### src/rtl/qdiv_stream_if.sv
// Operand/result handshake bundle for qdiv_stream.
// The slave modport is the divider side and the master modport is the producer/consumer side.
interface qdiv_stream_if #(
  parameter int N = 32
);
  logic         i_valid;
  logic         o_ready;
  logic [N-1:0] i_dividend;
  logic [N-1:0] i_divisor;
  logic         o_valid;
  logic         i_ready;
  logic [N-1:0] o_quotient;
  logic         o_overflow;
  logic         o_div_by_zero;
  logic         o_busy;

  modport slave (
    input  i_valid, i_dividend, i_divisor, i_ready,
    output o_ready, o_valid, o_quotient, o_overflow, o_div_by_zero, o_busy
  );

  modport master (
    output i_valid, i_dividend, i_divisor, i_ready,
    input  o_ready, o_valid, o_quotient, o_overflow, o_div_by_zero, o_busy
  );
endinterface

### src/rtl/qdiv_stream.sv
// Sign-magnitude Q(N,Q) restoring divider with a valid/ready handshake.
// It resolves BPC quotient bits per RUN cycle and detects divide-by-zero and overflow.
module qdiv_stream #(
  parameter int N   = 32,
  parameter int Q   = 15,
  parameter int BPC = 1,
  parameter int SAT = 1
) (
  input  logic          i_clk,
  input  logic          rst,
  qdiv_stream_if.slave  bus
);
  localparam int W    = N - 1 + Q;
  localparam int ITER = (W + BPC - 1) / BPC;
  localparam int WP   = ITER * BPC;
  localparam int CW   = $clog2(ITER + 1);

  typedef enum logic [1:0] {S_IDLE, S_RUN, S_DONE} state_t;

  state_t          state_q, state_d;
  logic [CW-1:0]   cnt_q, cnt_d;
  logic [N-2:0]    rem_q, rem_d;
  logic [N-2:0]    div_q, div_d;
  logic [WP-1:0]   num_q, num_d;
  logic [WP-1:0]   quo_q, quo_d;
  logic            sign_q, sign_d;
  logic [N-1:0]    res_q, res_d;
  logic            ovf_q, ovf_d;
  logic            dbz_q, dbz_d;

  logic            accept;
  logic            last_iter;
  logic            in_dbz;
  logic [N-2:0]    rem_v;
  logic [WP-1:0]   num_v, quo_v;
  logic [N-1:0]    trial;
  logic            take;
  logic            fin_ovf;
  logic [N-2:0]    fin_mag;
  logic            ready_c, valid_c, busy_c;

  assign accept    = bus.i_valid & (state_q == S_IDLE);
  assign last_iter = (cnt_q == CW'(ITER - 1));
  assign in_dbz    = ~|bus.i_divisor[N-2:0];

  // Numerator is zero-padded at the top when BPC does not divide W; the
  // padding only produces leading zero quotient bits, so the result is unchanged.
  always_comb begin
    rem_v = rem_q;
    num_v = num_q;
    quo_v = quo_q;
    trial = '0;
    take  = 1'b0;
    for (int j = 0; j < BPC; j++) begin
      trial = {rem_v, num_v[WP-1]};
      take  = (trial >= {1'b0, div_q});
      if (take) begin
        trial = trial - {1'b0, div_q};
      end
      rem_v = trial[N-2:0];
      num_v = {num_v[WP-2:0], 1'b0};
      quo_v = {quo_v[WP-2:0], take};
    end
    fin_ovf = |quo_v[W-1:N-1];
    fin_mag = (fin_ovf && (SAT != 0)) ? '1 : quo_v[N-2:0];
  end

  always_ff @(posedge i_clk) begin
    if (!rst) begin
      state_q <= S_IDLE;
    end else begin
      state_q <= state_d;
    end
  end

  always_comb begin
    state_d = state_q;
    case (state_q)
      S_IDLE:  if (accept) state_d = in_dbz ? S_DONE : S_RUN;
      S_RUN:   if (last_iter) state_d = S_DONE;
      S_DONE:  if (bus.i_ready) state_d = S_IDLE;
      default: state_d = S_IDLE;
    endcase
  end

  always_comb begin
    ready_c = (state_q == S_IDLE);
    valid_c = (state_q == S_DONE);
    busy_c  = (state_q == S_RUN);
  end

  always_comb begin
    cnt_d  = cnt_q;
    rem_d  = rem_q;
    div_d  = div_q;
    num_d  = num_q;
    quo_d  = quo_q;
    sign_d = sign_q;
    res_d  = res_q;
    ovf_d  = ovf_q;
    dbz_d  = dbz_q;
    case (state_q)
      S_IDLE: begin
        if (accept) begin
          cnt_d          = '0;
          rem_d          = '0;
          quo_d          = '0;
          div_d          = bus.i_divisor[N-2:0];
          num_d          = '0;
          num_d[W-1:0]   = {bus.i_dividend[N-2:0], {Q{1'b0}}};
          sign_d         = bus.i_dividend[N-1] ^ bus.i_divisor[N-1];
          ovf_d          = in_dbz;
          dbz_d          = in_dbz;
          if (in_dbz) begin
            res_d = {bus.i_dividend[N-1] & (|bus.i_dividend[N-2:0]), {(N-1){1'b1}}};
          end
        end
      end
      S_RUN: begin
        cnt_d = cnt_q + CW'(1);
        rem_d = rem_v;
        num_d = num_v;
        quo_d = quo_v;
        if (last_iter) begin
          ovf_d = fin_ovf;
          res_d = {sign_q & (|fin_mag), fin_mag};
        end
      end
      default: ;
    endcase
  end

  always_ff @(posedge i_clk) begin
    if (!rst) begin
      cnt_q  <= '0;
      rem_q  <= '0;
      div_q  <= '0;
      num_q  <= '0;
      quo_q  <= '0;
      sign_q <= 1'b0;
      res_q  <= '0;
      ovf_q  <= 1'b0;
      dbz_q  <= 1'b0;
    end else begin
      cnt_q  <= cnt_d;
      rem_q  <= rem_d;
      div_q  <= div_d;
      num_q  <= num_d;
      quo_q  <= quo_d;
      sign_q <= sign_d;
      res_q  <= res_d;
      ovf_q  <= ovf_d;
      dbz_q  <= dbz_d;
    end
  end

  assign bus.o_ready       = ready_c;
  assign bus.o_valid       = valid_c;
  assign bus.o_busy        = busy_c;
  assign bus.o_quotient    = res_q;
  assign bus.o_overflow    = ovf_q;
  assign bus.o_div_by_zero = dbz_q;
endmodule

### src/flat_wrapper.sv
// flat-port wrapper written by rule: the top's interface ports become plain ports
module qdiv_stream_flat 
#(
  parameter int N   = 32,
  parameter int Q   = 15,
  parameter int BPC = 1,
  parameter int SAT = 1
)
  (i_clk, rst, bus_i_valid, bus_i_dividend, bus_i_divisor, bus_i_ready, bus_o_ready, bus_o_valid, bus_o_quotient, bus_o_overflow, bus_o_div_by_zero, bus_o_busy);
  qdiv_stream_if #(.N(N)) bus_i ();
  input  logic i_clk;
  input  logic rst;
  input wire logic [$bits(bus_i.i_valid)-1:0] bus_i_valid;
  input wire logic [$bits(bus_i.i_dividend)-1:0] bus_i_dividend;
  input wire logic [$bits(bus_i.i_divisor)-1:0] bus_i_divisor;
  input wire logic [$bits(bus_i.i_ready)-1:0] bus_i_ready;
  output wire logic [$bits(bus_i.o_ready)-1:0] bus_o_ready;
  output wire logic [$bits(bus_i.o_valid)-1:0] bus_o_valid;
  output wire logic [$bits(bus_i.o_quotient)-1:0] bus_o_quotient;
  output wire logic [$bits(bus_i.o_overflow)-1:0] bus_o_overflow;
  output wire logic [$bits(bus_i.o_div_by_zero)-1:0] bus_o_div_by_zero;
  output wire logic [$bits(bus_i.o_busy)-1:0] bus_o_busy;
  assign bus_i.i_valid = bus_i_valid;
  assign bus_i.i_dividend = bus_i_dividend;
  assign bus_i.i_divisor = bus_i_divisor;
  assign bus_i.i_ready = bus_i_ready;
  assign bus_o_ready = bus_i.o_ready;
  assign bus_o_valid = bus_i.o_valid;
  assign bus_o_quotient = bus_i.o_quotient;
  assign bus_o_overflow = bus_i.o_overflow;
  assign bus_o_div_by_zero = bus_i.o_div_by_zero;
  assign bus_o_busy = bus_i.o_busy;
  qdiv_stream #(.N(N), .Q(Q), .BPC(BPC), .SAT(SAT)) u_core (.i_clk(i_clk), .rst(rst), .bus(bus_i));
endmodule
### config.mk
export PLATFORM = sky130hd
export DESIGN_NAME = qdiv_stream_flat
export DESIGN_NICKNAME = d
export VERILOG_FILES = /design/src/rtl/qdiv_stream_if.sv /design/src/rtl/qdiv_stream.sv /design/src/flat_wrapper.sv
export SDC_FILE = /design/constraint.sdc
export NUM_CORES = 1
export LEC_CHECK = 0
export BUFFER_PORTS_ARGS = -buffer_cell sky130_fd_sc_hd__buf_2
export CAP_MARGIN = 20
export CORE_ASPECT_RATIO = 0.5
export CORE_MARGIN = 2
export CORE_UTILIZATION = 58
export DETAILED_ROUTE_END_ITERATION = 6
export HOLD_SLACK_MARGIN = 0.02
export PLACE_DENSITY_LB_ADDON = 0.12
export SKIP_LAST_GASP = 1
export SLEW_MARGIN = 20
export SYNTH_ARGS = -nofsm -noshare
export SYNTH_HDL_FRONTEND = slang
export SYNTH_SLANG_ARGS = --single-unit
### constraint.sdc
create_clock -name i_clk -period 3.3 [get_ports i_clk]
set_input_delay 0.33 -clock i_clk [delete_from_list [all_inputs] [get_ports i_clk]]
set_output_delay 0.33 -clock i_clk [all_outputs]
set_load 0.02 [all_outputs]
# Word level (Yosys, flattened, before mapping)
# Index checks and enable logic that the tools add are counted.
[word_totals]
inputBits = 68
reg_bits = 196
elab_cells = 58
output_inout_bits = 37
[op_classes]
bitwise_logic = 4
n_addsub = 2
reduce_logical = 12
magnitude_cmp = 1
n_eq_ne = 7
mux = 22
[ops]
columns = ["operator", "count"]
rows = [
  ["2-to-1 mux 32 bit", 3],
  ["2-to-1 mux 31 bit", 3],
  ["OR reduction 31 bit", 3],
  ["one-hot mux 46 bit (2 select lines)", 1],
  ["one-hot mux 45 bit (2 select lines)", 1],
  ["one-hot mux 32 bit (2 select lines)", 1],
  ["one-hot mux 31 bit (2 select lines)", 1],
  ["2-to-1 mux 46 bit", 1],
  ["2-to-1 mux 45 bit", 1],
  [">= comparator 32 x 31 -> 1 bit", 1],
  ["subtractor 31 bit", 1],
  ["OR reduction 15 bit", 1],
  ["one-hot mux 6 bit (2 select lines)", 1],
  ["2-to-1 mux 2 bit", 4],
  ["adder 6 x 1 -> 6 bit, second input constant", 1],
  ["equality test 6 bit, second input constant", 1],
  ["2-to-1 mux 6 bit", 1],
  ["one-hot mux 2 bit (3 select lines)", 1],
  ["AND reduction 3 bit", 2],
  ["inequality test 2 x 1 -> 1 bit, second input constant", 2],
  ["inequality test 2 bit, second input constant", 2],
  ["AND reduction 2 bit", 2],
  ["AND reduction 4 bit", 1],
  ["AND 1 bit", 3],
  ["8 further kinds", 9],
]

# Longest topological paths before layout
[depth]
depth_word = 6
ltp_mapped = 13
depth_no_buf = 11

# Worst setup path before layout
# Ideal clock, no wire load.
[synth_timing]
path_kind = "register -> register"
from = "register u_core.num_q[45]"
to = "register u_core.rem_q[15]"
t_required_ps = 3172
synth_period_minus_slack_ps = 2638
path_buffers = 2
setup_time_ps = 128
stages_incl_launch_ff = 14
slack_ps = 662
arrival_ps = 2510
path_cell_list = "dfxtp_1 -> inv_1 -> ha_1 -> fa_1 -> nand2b_1 -> a21o_1 -> a211oi_2 -> nor3_1 -> o2111ai_2 -> and2_1 -> buf_6 -> buf_6 -> mux2i_1 -> o21ai_1"
[synth_between]
elab_chain_cells = 3
elab_cells_between_ends = 4
classes_between = "add/sub (1); order compare (1); mux (2)"
[synth_lines]
columns = ["item", "line", "source"]
rows = [
  ["from (decl)", "qdiv_stream.sv:24", "logic [WP-1:0] num_q, num_d;"],
  ["from (signal assigned)", "qdiv_stream.sv:148", "num_q <= num_d;"],
  ["subtractor 31 bit or >= comparator 32 x 31 -> 1 bit (tied branches)", "qdiv_stream.sv:58, qdiv_stream.sv:56", ""],
  ["2-to-1 mux 31 bit *", "qdiv_stream.sv:57", "if (take) begin"],
  ["one-hot mux 31 bit (2 select lines) *", "qdiv_stream.sv:102", "case (state_q)"],
  ["to (signal assigned)", "qdiv_stream.sv:146", "rem_q <= rem_d;"],
  ["to (decl)", "qdiv_stream.sv:22", "logic [N-2:0] rem_q, rem_d;"],
]
# Mark *: on every way between the ends. The rest lies on a longest branch, timed or not.
# A chain may end at the register's enable or synchronous reset.

# Worst setup path after layout
[layout_timing]
from = "register u_core.num_q[45]"
to = "register u_core.rem_q[20]"
# Same word-level chain as after synthesis.

==> impl_metrics.py <==
metrics = {
    "sta": {
        "rsz0062_at_grt": "false",
        "hold_slack_ps": 107,
        "fin_crit_ps": 3000,
        "setup_violations": 0,
        "maxSlewViolCount": 0,
        "slew_headroom": 0.393,
        "tns_ps": 0,
        "fin_skew_ps": 12.0,
        "hold_viol": 0,
        "layout_setup_ws_ps": 300,
        "max_freq_ghz": 0.333,
        "final.period_utilization": 0.909,
        "tightest_slew_ps": 907,
    },
    "drt": {
        "drt-pass1-iter-count": 5,
        "viasPerCell": 5.90,
        "wl_per_cell_um": 16.1,
        "drc": 0,
        "drt_wl_total_um": 20700,
        "ant_nets": 0,
        "drt_iter0_drc": 589,
        "num_vias": 7577,
    },
    "pwr": {
        "p_leak_nw": 3.97,
        "p_per_area_mw_per_mm2": 1110,
        "p_switching_mw": 4.61,
        "ir_worst_vdd_mv": 1.03,
        "total_power_mw": 10.8,
        "netSwitchingFraction": 0.427,
        "seqPwrFrac": 0.253,
        "power.share.clock": 0.194,
        "comb_power_share": 0.553,
        "cellInternalPower_mw": 6.19,
    },
    "outcome": {
        "status": "finished clean",
    },
    "critical_path": {
        "worst-endpoint-required_ps": 3660,
        "r2r_start": "u_core.num_q[45]$_SDFFE_PN0P_",
        "crit_type": "reg -> reg",
        "cp_data_arrival_time_ps": 3360,
        "worstSetupStartpointType": "register",
        "cp-end-kind": "register",
        "critical_path.max_fanout": 13,
        "worstReg2RegEnd": "u_core.rem_q[20]$_SDFFE_PN0P_",
        "reg2reg_slack_ps": 300,
        "r2r_cells": 12,
    },
    "placement": {
        "placedCellCount": 1254,
        "portBuffers": 104,
        "place_area_mm2": 0.00914,
        "gp_congestion": 0.911,
        "dp_slack_ps": 258,
        "dpl.hpwl_um": 14100,
    },
    "clock_network": {
        "htree_levels": 4,
        "clock_latency_ps": 440,
        "cts_tree": "done",
        "clock-root-buffer": "clkbuf_16",
        "cts_sinks": 181,
        "clkTransAtPathRegs_ps": 70,
        "clock_path_buffers": 2,
        "cts_buffers": 17,
        "holdBufCountCts": 0,
    },
    "floorplanning": {
        "core-area_mm2": 0.0144,
        "fp.dieArea_mm2": 0.0157,
        "die_w_um": 175,
        "rows": 31,
        "io_pins": 105,
        "start_util": 0.591,
        "die_y_um": 89.7,
    },
    "synth": {
        "synth-seq-cells": 181,
        "synthFlopType": "dfxtp_1",
        "ys_top_cells_by_area": "dfxtp_1 43%, nand2_1 5.8%, ha_1 4.9%",
        "async_flop_share": 0,
        "synth_cell_type_count": 55,
        "synth_edf_count": 0,
        "yosysTopAreaCell": "dfxtp_1",
        "synth_cells": 998,
        "syn_area_mm2": 0.00851,
        "seq_area_frac_synth": 0.426,
        "synth_warnings": 0,
        "synth.avg_cell_area_um2": 8.53,
        "syn_nets": 1100,
        "yosys.area.top_type_share": 0.426,
    },
    "finish": {
        "final_cell_mix": "181 x dfxtp_1, 130 x nand2_1, 104 x buf_2",
        "instances_no_fill": 1285,
        "num_antenna_cells": 0,
        "finalInstanceArea_mm2": 0.00976,
        "drive_gt1_frac": 0.167,
        "fillers": 1225,
        "final_common_cell": "dfxtp_1",
        "fin_util": 0.678,
        "fin_nets": 1177,
        "area_delta_synth_final_pct": 14.6,
    },
    "hold_path": {
        "hold_class": "in -> reg",
        "worstHoldEndpoint": "u_core.div_q[21]$_SDFFE_PN0P_",
        "holdPathStages": 3,
        "hp-start": "bus_i_divisor[21]",
    },
    "global_routing": {
        "grt-ovfl-total": 0,
        "grt_use_total": 0.267,
        "grt_antenna_before_repair": 0,
        "grt_pass1_vias": 6908,
        "grt_max_degree": 66,
        "grt_pass1_wl_um": 33600,
    },
    "flow_run": {
        "maxCapViolations": 0,
    },
}
[power groups by stage]
stage	Combinational, mW	Sequential [mW]	Clock [mW]
3_3_place_gp	5.68	2.76	0
2_1_floorplan	4.77	2.77	0
6_report	5.97	2.73	2.10
3_5_place_dp	5.82	2.77	0
4_1_cts	5.90	2.72	2.12
5_1_grt	6.57	2.76	2.22
[sequential cells by signal, summed over array words and instances (netlist names)]
signal / count
u_core.bus.o_overflow: 1
u_core.num_q: 31
u_core.bus.o_quotient: 32
u_core.sign_q: 1
u_core.cnt_q: 6
u_core.rem_q: 31
u_core.div_q: 31
u_core.bus.o_div_by_zero: 1
u_core.state_q: 2
u_core.quo_q: 45
[how the worst max path moves through the flow]
stage                                  startpoint                             to  slack [ps]  cells after the start
finish              u_core.num_q[45]$_SDFFE_PN0P_  u_core.rem_q[20]$_SDFFE_PN0P_         300                     12
CTS                 u_core.num_q[45]$_SDFFE_PN0P_  u_core.rem_q[20]$_SDFFE_PN0P_         210                     12
floorplan           u_core.num_q[45]$_SDFFE_PN0P_  u_core.rem_q[15]$_SDFFE_PN0P_         660                     13
global route        u_core.num_q[45]$_SDFFE_PN0P_  u_core.rem_q[20]$_SDFFE_PN0P_          60                     12
global placement    u_core.num_q[45]$_SDFFE_PN0P_  u_core.rem_q[17]$_SDFFE_PN0P_         420                     12
detailed placement  u_core.num_q[45]$_SDFFE_PN0P_  u_core.rem_q[20]$_SDFFE_PN0P_         260                     12
[worst max-delay path: stages, from the launching register on]
cell       delay (ps)
dfxtp_1           390
inv_1              70
ha_1              220
fa_1              400
nand2b_1          180
a21o_1            200
a211oi_2          240
nor3_1             90
o2111ai_2         260
and2_1            190
buf_4             260
nand2_2           160
o21ai_0           250
[cell usage after synthesis (all sizes together) (3+ instances only)]
cell type	number
a32oi	8
a211oi	20
nand2b	5
a21oi	31
mux2i	19
nor4	25
o31a	3
nor2	104
a221oi	3
xnor2	12
or3	5
o21bai	4
nand3	11
ha	33
o21a	5
and3	4
a31oi	6
o221a	20
dfxtp	181
a22o	6
a311oi	30
o21ai	76
nand2	132
buf	10
xor2	16
a21o	15
nor2b	26
nor3	10
nand4	12
and2	5
o211ai	5
a22oi	44
clkbuf	49
or2	4
inv	42
[final cells by class]
cell class	instances	area, um^2	share of cell area
Timing Repair Buffer	117	618	0.0634
Clock inverter	10	136	0.0140
Sequential cell	181	3620	0.371
Inverter	43	161	0.0165
Tap cell	198	248	0.0254
Clock buffer	21	470	0.0482
Multi-Input combinational cell	715	4500	0.461
[logic make-up (layout without fill, tap and decap cells)]
kind of cell / count (synthesis) / after routing / synth area share
adder cells (fa/ha/maj): 34 / 34 / 0.0509
AO/OA/AOI/OAI: 286 / 286 / 0.240
multiplexers: 19 / 19 / 0.0223
XOR/XNOR: 28 / 28 / 0.0288
flip-flops: 181 / 181 / 0.426
buffers and inverters: 102 / 191 / 0.0481
AND/OR/NAND/NOR: 348 / 348 / 0.184
[per-layer routing]
layer / part of all wire / GRT usage
met2: 0.47 / 0.457
met5: 0 / 0
met4: 0.012 / 0.0811
met1: 0.47 / 0.350
met3: 0.044 / 0.0509
[what timing repair did]
action / CTS / global route
gates resized for setup: 0 / 1
endpoints found under the setup margin: 0 / 2
buffers inserted: 0 / 0
(Power assumes the default switching activity.)
